--- src/rtl/exec_pkg.sv ---
// Shared types for the exec_unit execute stage: ALU opcodes, writeback
// result selects and the wide-immediate lane width.
package exec_pkg;

  localparam int LANE_W = 16;

  typedef enum logic [2:0] {
    ALU_PASSB = 3'b000,
    ALU_ADD   = 3'b010,
    ALU_SUB   = 3'b011,
    ALU_AND   = 3'b100,
    ALU_OR    = 3'b101,
    ALU_XOR   = 3'b110
  } alu_op_e;

  typedef enum logic [1:0] {
    RES_ALU  = 2'b00,
    RES_MOVZ = 2'b01,
    RES_MOVK = 2'b10,
    RES_ZERO = 2'b11
  } res_sel_e;

endpackage

--- src/rtl/exec_alu.sv ---
// Combinational integer ALU: pass-B, add, subtract, AND, OR, XOR with
// N/Z/V/C status. V and C are only driven for add/subtract.
module exec_alu #(
  parameter int DATA_W = 64
) (
  input  logic [DATA_W-1:0] a,
  input  logic [DATA_W-1:0] b,
  input  logic [2:0]        alu_op,
  output logic [DATA_W-1:0] r,
  output logic              n,
  output logic              z,
  output logic              v,
  output logic              c
);
  import exec_pkg::*;

  logic              is_sub;
  logic [DATA_W-1:0] b_eff;
  logic [DATA_W:0]   sum;

  always_comb begin
    is_sub = (alu_op == ALU_SUB);
    // Subtract shares the adder as A + ~B + 1, so C is NOT borrow.
    b_eff  = is_sub ? ~b : b;
    sum    = {1'b0, a} + {1'b0, b_eff} + {{DATA_W{1'b0}}, is_sub};
    r      = '0;
    v      = 1'b0;
    c      = 1'b0;
    case (alu_op)
      ALU_PASSB: r = b;
      ALU_ADD, ALU_SUB: begin
        r = sum[DATA_W-1:0];
        c = sum[DATA_W];
        v = (a[DATA_W-1] == b_eff[DATA_W-1]) && (r[DATA_W-1] != a[DATA_W-1]);
      end
      ALU_AND: r = a & b;
      ALU_OR:  r = a | b;
      ALU_XOR: r = a ^ b;
      default: r = '0;
    endcase
    n = r[DATA_W-1];
    z = ~|r;
  end

endmodule

--- src/rtl/exec_unit.sv ---
// Execute stage: ALU, MOVZ/MOVK wide-immediate generators, writeback mux and
// NZVC flag register. Define EXEC_OUT_REG_EN to register the result output.
module exec_unit #(
  parameter int DATA_W = 64,
  parameter int IMM_W  = 16
) (
  input  logic              clk,
  input  logic              reset,
  input  logic [DATA_W-1:0] a,
  input  logic [DATA_W-1:0] b,
  input  logic [DATA_W-1:0] k_src,
  input  logic [IMM_W-1:0]  imm16,
  input  logic [1:0]        hw,
  input  logic [2:0]        alu_op,
  input  logic [1:0]        res_sel,
  input  logic              set_flag,
  output logic [DATA_W-1:0] result,
  output logic              zero,
  output logic              negative,
  output logic              overflow,
  output logic              carry_out,
  output logic              zf,
  output logic              nf,
  output logic              of,
  output logic              cf
);
  import exec_pkg::*;

  localparam int NLANES = DATA_W / LANE_W;

  logic [DATA_W-1:0] alu_r;
  logic [DATA_W-1:0] movz_val;
  logic [DATA_W-1:0] movk_val;
  logic [DATA_W-1:0] result_d;
  logic [3:0]        flags_d;
  logic [3:0]        flags_q;
  int unsigned       hw_lane;

  exec_alu #(.DATA_W(DATA_W)) u_alu (
    .a      (a),
    .b      (b),
    .alu_op (alu_op),
    .r      (alu_r),
    .n      (negative),
    .z      (zero),
    .v      (overflow),
    .c      (carry_out)
  );

  // Narrower datapaths have fewer lanes, so hw wraps onto the ones that exist.
  assign hw_lane = 32'(hw) % 32'(NLANES);

  for (genvar gi = 0; gi < NLANES; gi++) begin : g_lane
    assign movz_val[gi*LANE_W +: LANE_W] = (hw_lane == gi) ? imm16 : '0;
    assign movk_val[gi*LANE_W +: LANE_W] = (hw_lane == gi) ? imm16 : k_src[gi*LANE_W +: LANE_W];
  end

  always_comb begin
    result_d = '0;
    case (res_sel)
      RES_ALU:  result_d = alu_r;
      RES_MOVZ: result_d = movz_val;
      RES_MOVK: result_d = movk_val;
      default:  result_d = '0;
    endcase
  end

  always_comb begin
    flags_d = set_flag ? {zero, negative, overflow, carry_out} : flags_q;
  end

  always_ff @(posedge clk or negedge reset) begin
    if (!reset) flags_q <= '0;
    else        flags_q <= flags_d;
  end

  assign {zf, nf, of, cf} = flags_q;

`ifdef EXEC_OUT_REG_EN
  logic [DATA_W-1:0] result_q;

  always_ff @(posedge clk or negedge reset) begin
    if (!reset) result_q <= '0;
    else        result_q <= result_d;
  end

  assign result = result_q;
`else
  assign result = result_d;
`endif

endmodule

--- config.mk ---
export PLATFORM = sky130hd
export DESIGN_NAME = exec_unit
export DESIGN_NICKNAME = d
export VERILOG_FILES = /design/src/rtl/exec_pkg.sv /design/src/rtl/exec_alu.sv /design/src/rtl/exec_unit.sv
export SDC_FILE = /design/constraint.sdc
export NUM_CORES = 1
export LEC_CHECK = 0
export ABC_AREA = 1
export CORE_MARGIN = 3
export CORE_UTILIZATION = 54
export CTS_BUF_LIST = sky130_fd_sc_hd__clkbuf_8
export CTS_CLUSTER_SIZE = 8
export DETAILED_ROUTE_END_ITERATION = 6
export HOLD_SLACK_MARGIN = 0.02
export MAX_ROUTING_LAYER = met4
export PLACE_DENSITY = 0.91
export SLEW_MARGIN = 25
export SYNTH_ARGS = -nofsm -noshare
export SYNTH_HDL_FRONTEND = slang
export SYNTH_HIERARCHICAL = 1
export SYNTH_SLANG_ARGS = --single-unit
--- constraint.sdc ---
create_clock -name clk -period 3.95 [get_ports clk]
set_input_delay 0.5925 -clock clk [delete_from_list [all_inputs] [get_ports clk]]
set_output_delay 0.5925 -clock clk [all_outputs]
set_load 0.02 [all_outputs]
==> impl_metrics.yaml, run 1 <==
run_status:
  status: "aborted with a tool error"
  haltStage: "global routing"
  error: "[ERROR GRT-0116] Global routing finished with congestion. Check the congestion regions in the DRC Viewer."
yosys:
  synth_area_leaders: "nand2_1, ha_1, inv_1"
  synthesis.nets: 2920
  postSynthCellCount: 2501
  synth_top_area_cell: "nand2_1"
  async_flop_share_pct: 100
  synth_top_area_share_pct: 25.0
  yosysSeqAreaShare_pct: 0.762
  yosysUniqueCellTypes: 48
  synth-edff-count: 0
  synth_area_mm2: 0.0131
  synth_flop_cell: "dfrtp_1"
  synth-seq-cells: 4
  yosysWarnings: 6
  syn_area_per_cell_um2: 5.25
placement:
  dpl.hpwl_um: 54300
  gp_congestion: 1.22
  place.port_buffers: 289
  postPlaceCellArea_mm2: 0.0195
floorplanning:
  die_y_um: 162
  io_pins: 290
  fp.dieW_um: 162
  start_util_pct: 55.4
  num_rows: 56
global_routing:
  grt_pass1_wl_um: 174000
  grt_pass1_vias: 28500
  gr-total-overflow: 347
  track_usage_pct: 85.6
  grt_start_max_net_pins: 40
clock_network:
  cts_root_buf: "clkbuf_8"
  cts-hold-fix-buffers: 0
  cts_buffer_depth: 2
  cts_made_buffers: 3
  htree_levels: 1
  clock_sinks: 4
## Yosys cell counts (all sizes together), types with 2 or more instances
master / n
nand4: 19
o2111ai: 12
nor3: 18
buf: 53
nor4: 2
a21oi: 100
o211ai: 2
o22ai: 4
mux2: 4
a221oi: 46
nand3b: 16
nand2: 901
ha: 200
o21bai: 10
inv: 448
dfrtp: 4
and2: 4
clkbuf: 39
o21ai: 111
nor2: 186
xor2: 63
or2: 2
nand3: 250
## kinds of logic after synthesis
logic type / Yosys count / synth area share [%]
xor+xnor: 63 / 4.20
compound gates: 290 / 13.2
simple gates: 1398 / 45.6
flops: 4 / 0.763
buf+inv: 541 / 16.7
fa+ha+maj: 201 / 19.2
mux: 4 / 0.343
## metal layers
layer	GRT overflow	GRT usage, %
met3	7	74.1
met5	-	-
met2	237	98.1
met4	93	85.8
met1	10	82.2
## metrics by stage
stage / worst slack [ns] / instances / setup TNS (ns)
CTS: -0.381 / 3517 / -2.24
detailed placement: -1.43 / 3467 / -57.40
global placement: -1.34 / 3467 / -50.11
floorplan: 0.0293 / 2501 / 0
## repair_timing
| action | in CTS |
|---|---|
| setup endpoints to repair | 68 |
| buffers inserted | 49 |
| gates cloned | 3 |
| endpoints found under the hold margin | 0 |
| pin swaps | 178 |
| resized for setup | 767 |
==> run 2, diff against run 1 <==
--- a/config.mk
+++ b/config.mk
@@ -7,13 +7,9 @@
 export LEC_CHECK = 0
 export ABC_AREA = 1
 export CORE_MARGIN = 3
-export CORE_UTILIZATION = 54
-export CTS_BUF_LIST = sky130_fd_sc_hd__clkbuf_8
-export CTS_CLUSTER_SIZE = 8
+export CORE_UTILIZATION = 40
 export DETAILED_ROUTE_END_ITERATION = 6
-export HOLD_SLACK_MARGIN = 0.02
-export MAX_ROUTING_LAYER = met4
-export PLACE_DENSITY = 0.91
+export PLACE_DENSITY_LB_ADDON = 0.15
 export SLEW_MARGIN = 25
 export SYNTH_ARGS = -nofsm -noshare
 export SYNTH_HDL_FRONTEND = slang
==> run 2 against run 1 <==
Net effect: the flow now finishes, with violations (DRC, setup timing); synthesized cell count did not move; synthesized area did not move.
==> impl_metrics.yaml, run 2 <==
run_status:
  status: "finished, violations left"
  violations: "DRC, setup timing"
yosys:
  synth-edff-count: 0
  yosysUniqueCellTypes: 48
  syn_area_per_cell_um2: 5.25
  synth_top_area_cell: "nand2_1"
  yosysWarnings: 6
  synth_most_common_cell: "nand2_1"
  synth-seq-cells: 4
  yosysSeqAreaShare_pct: 0.762
  synth_top_area_share_pct: 25.0
  synth_area_leaders: "nand2_1, ha_1, inv_1"
  async_flop_share_pct: 100
  synthesis.nets: 2920
  synth_area_mm2: 0.0131
  synth_flop_cell: "dfrtp_1"
  postSynthCellCount: 2501
  synth_common_cells: "nand2_1, inv_1, nand3_1"
sta:
  period_minus_slack_ns: 5.26
  max_slew_margin_pct: 22.7
  timing.fmax_mhz: 190
  tightest_slew_ns: 1.16
  holdWs_ns: 0.547
  fin_ws_ns: -1.31
  rsz0062_at_grt: "yes"
  drv_slew: 0
  setup_viol_count_final: 66
  hold_violations: 0
  finClkSkew_ns: 0
  timing.setup.tns_ns: -33.11
  min_period_over_period_pct: 133
critical_path:
  critPathMaxStageDelay_ns: 0.55
  worstSetupPathType: "input port to output pin"
  start_kind: "input port"
  crit_buf_inv: 7
  r2r-start: "flags_q[3]$_DFFE_PN0P_"
  path_max_fanout: 5
  cp_common_cell: "nand2_2"
  end_kind: "output pin"
  critPathLaunch: "b[6]"
  cp_cell_sequence: "clkdlybuf4s50_1 > inv_1 > xor2_2 > ha_4 > nand2_1 > nand2_1 > buf_4 > nand2_2 > nand2_2 > nand2_2 > nand2_2 > inv_2 > nand2_4 > buf_6 > o21ai_1 > o2111ai_2 > nor2_1 > nand3_1 > nor2_2 > nand3_2 > nor2_4 > buf_6 > buf_6"
  r2r_cells: 1
  cp.depth: 23
  cp-endpoint: "zero"
  cp_data_arrival_time_ns: 4.67
  cp_data_required_time_ns: 3.36
  r2r_slack_ns: 3.16
  regToRegEndpoint: "flags_q[3]$_DFFE_PN0P_"
  crit_family: "simple AND/OR/NAND/NOR gates"
  crit_slowest_cell: "xor2_2"
final_layout:
  fill_cells: 2315
  drive_gt1_share_pct: 44.3
  synthToLayoutAreaGrowth_pct: 90.4
  design_area_mm2: 0.0250
  final_common_cell: "nand2_1"
  largestRegisters: "flags_q (4)"
  final_cell_mix: "nand2_1, buf_4, inv_1"
  largest_reg_flops: 4
  instances_no_fill: 3771
  fin_nets: 3755
  final_util_pct: 78.2
  largest_register: "flags_q"
routing:
  wirelength_um: 82900
  num_vias: 21600
  ant_nets: 0
  drt-initial-drc-count: 2273
  routedWlPerCell_um: 22.0
  via_per_inst: 5.73
  drtPass1Iterations: 7
  post-route-drc-count: 1
power_and_ir_drop:
  ir_drop_v: 0.000133
  power.density_mw_per_mm2: 188
  p_leak_nw: 13.4
  finalPower_mw: 4.71
clock_network:
  cts-hold-fix-buffers: 0
  clkSlewWorstSetupHoldPaths_ns: 0.03
  clock_sinks: 4
  cts_buffer_depth: 2
  cts_made_buffers: 3
  cts_tree: "built"
  cts_root_buf: "clkbuf_16"
  htree_levels: 1
  clock_latency_ns: 0.22
global_routing:
  gr-total-overflow: 0
  grt_pass1_wl_um: 109000
  grt_pass1_vias: 20100
  track_usage_pct: 38.4
  antenna_found_initial: 4
  grt_start_max_net_pins: 63
floorplanning:
  core_mm2: 0.0320
  fp.dieW_um: 187
  start_util_pct: 41.1
  die_y_um: 187
  num_rows: 65
  die_area_mm2: 0.0350
  io_pins: 290
placement:
  post-place-ws_ns: -1.62
  postPlaceCellArea_mm2: 0.0202
  placedCellCount: 3665
  dpl.hpwl_um: 56700
  place.port_buffers: 289
  gp_congestion: 1.07
worst_hold_path:
  hold_class: "flop to flop"
job:
  cap_violations: 0
## run 2: how the worst min path moves through the flow
| stage | from | endpoint | slack (ns) | cells after the start |
|---|---|---|---|---|
| after floorplan | reset | flags_q[0]$_DFFE_PN0P_ | 0.30 | 0 |
| after global placement | flags_q[2]$_DFFE_PN0P_ | flags_q[2]$_DFFE_PN0P_ | 0.49 | 1 |
| after detailed placement | flags_q[0]$_DFFE_PN0P_ | flags_q[0]$_DFFE_PN0P_ | 0.51 | 1 |
| after CTS | flags_q[3]$_DFFE_PN0P_ | flags_q[3]$_DFFE_PN0P_ | 0.52 | 1 |
| after global routing | flags_q[1]$_DFFE_PN0P_ | flags_q[1]$_DFFE_PN0P_ | 0.57 | 1 |
| final | flags_q[1]$_DFFE_PN0P_ | flags_q[1]$_DFFE_PN0P_ | 0.55 | 1 |
## run 2: metal layers
layer / vias to the layer above / global-route usage [%] / routed length [um]
met1: 10000 / 46.3 / 29700
met5: - / 0 / 25
met4: 4 / 20.7 / 7420
li1: 9568 / - / -
met3: 551 / 4.27 / 8460
met2: 1440 / 66.8 / 37300
## run 2: kinds of logic after synthesis
family,share of synthesized area (%)
compound gates,13.2
xor+xnor,4.20
fa+ha+maj,19.2
buf+inv,16.7
flops,0.763
mux,0.343
simple gates,45.6
## run 2: area by class of cell
type | instances | area (um^2) | share of cell area (%)
multi-input cells | 1956 | 14300 | 57.1
repair buffers | 922 | 8290 | 33.2
inverters | 449 | 1710 | 6.85
well taps | 435 | 544 | 2.18
flip-flops and latches | 4 | 100 | 0.401
clock buffers | 3 | 75.1 | 0.300
diodes | 2 | 5.00 | 0.0200
## run 2: power breakdown
| part | switching (mW) | internal [mW] | total (mW) | leakage [nW] |
|---|---|---|---|---|
| Clock | 0.0311 | 0.130 | 0.161 | 0.0370 |
| Combinational | 2.53 | 1.97 | 4.50 | 13.3 |
| Sequential | 0.00228 | 0.0448 | 0.0470 | 0.0538 |
| Total | 2.56 | 2.15 | 4.71 | 13.4 |
## run 2: timing repair
action                                  4_1_cts  5_1_grt
cloned                                        5        1
pin swaps                                   185      252
resized for setup                           839      578
endpoints found under the setup margin       69       66
setup buffers                                67       43
(Power assumes the default switching activity.)
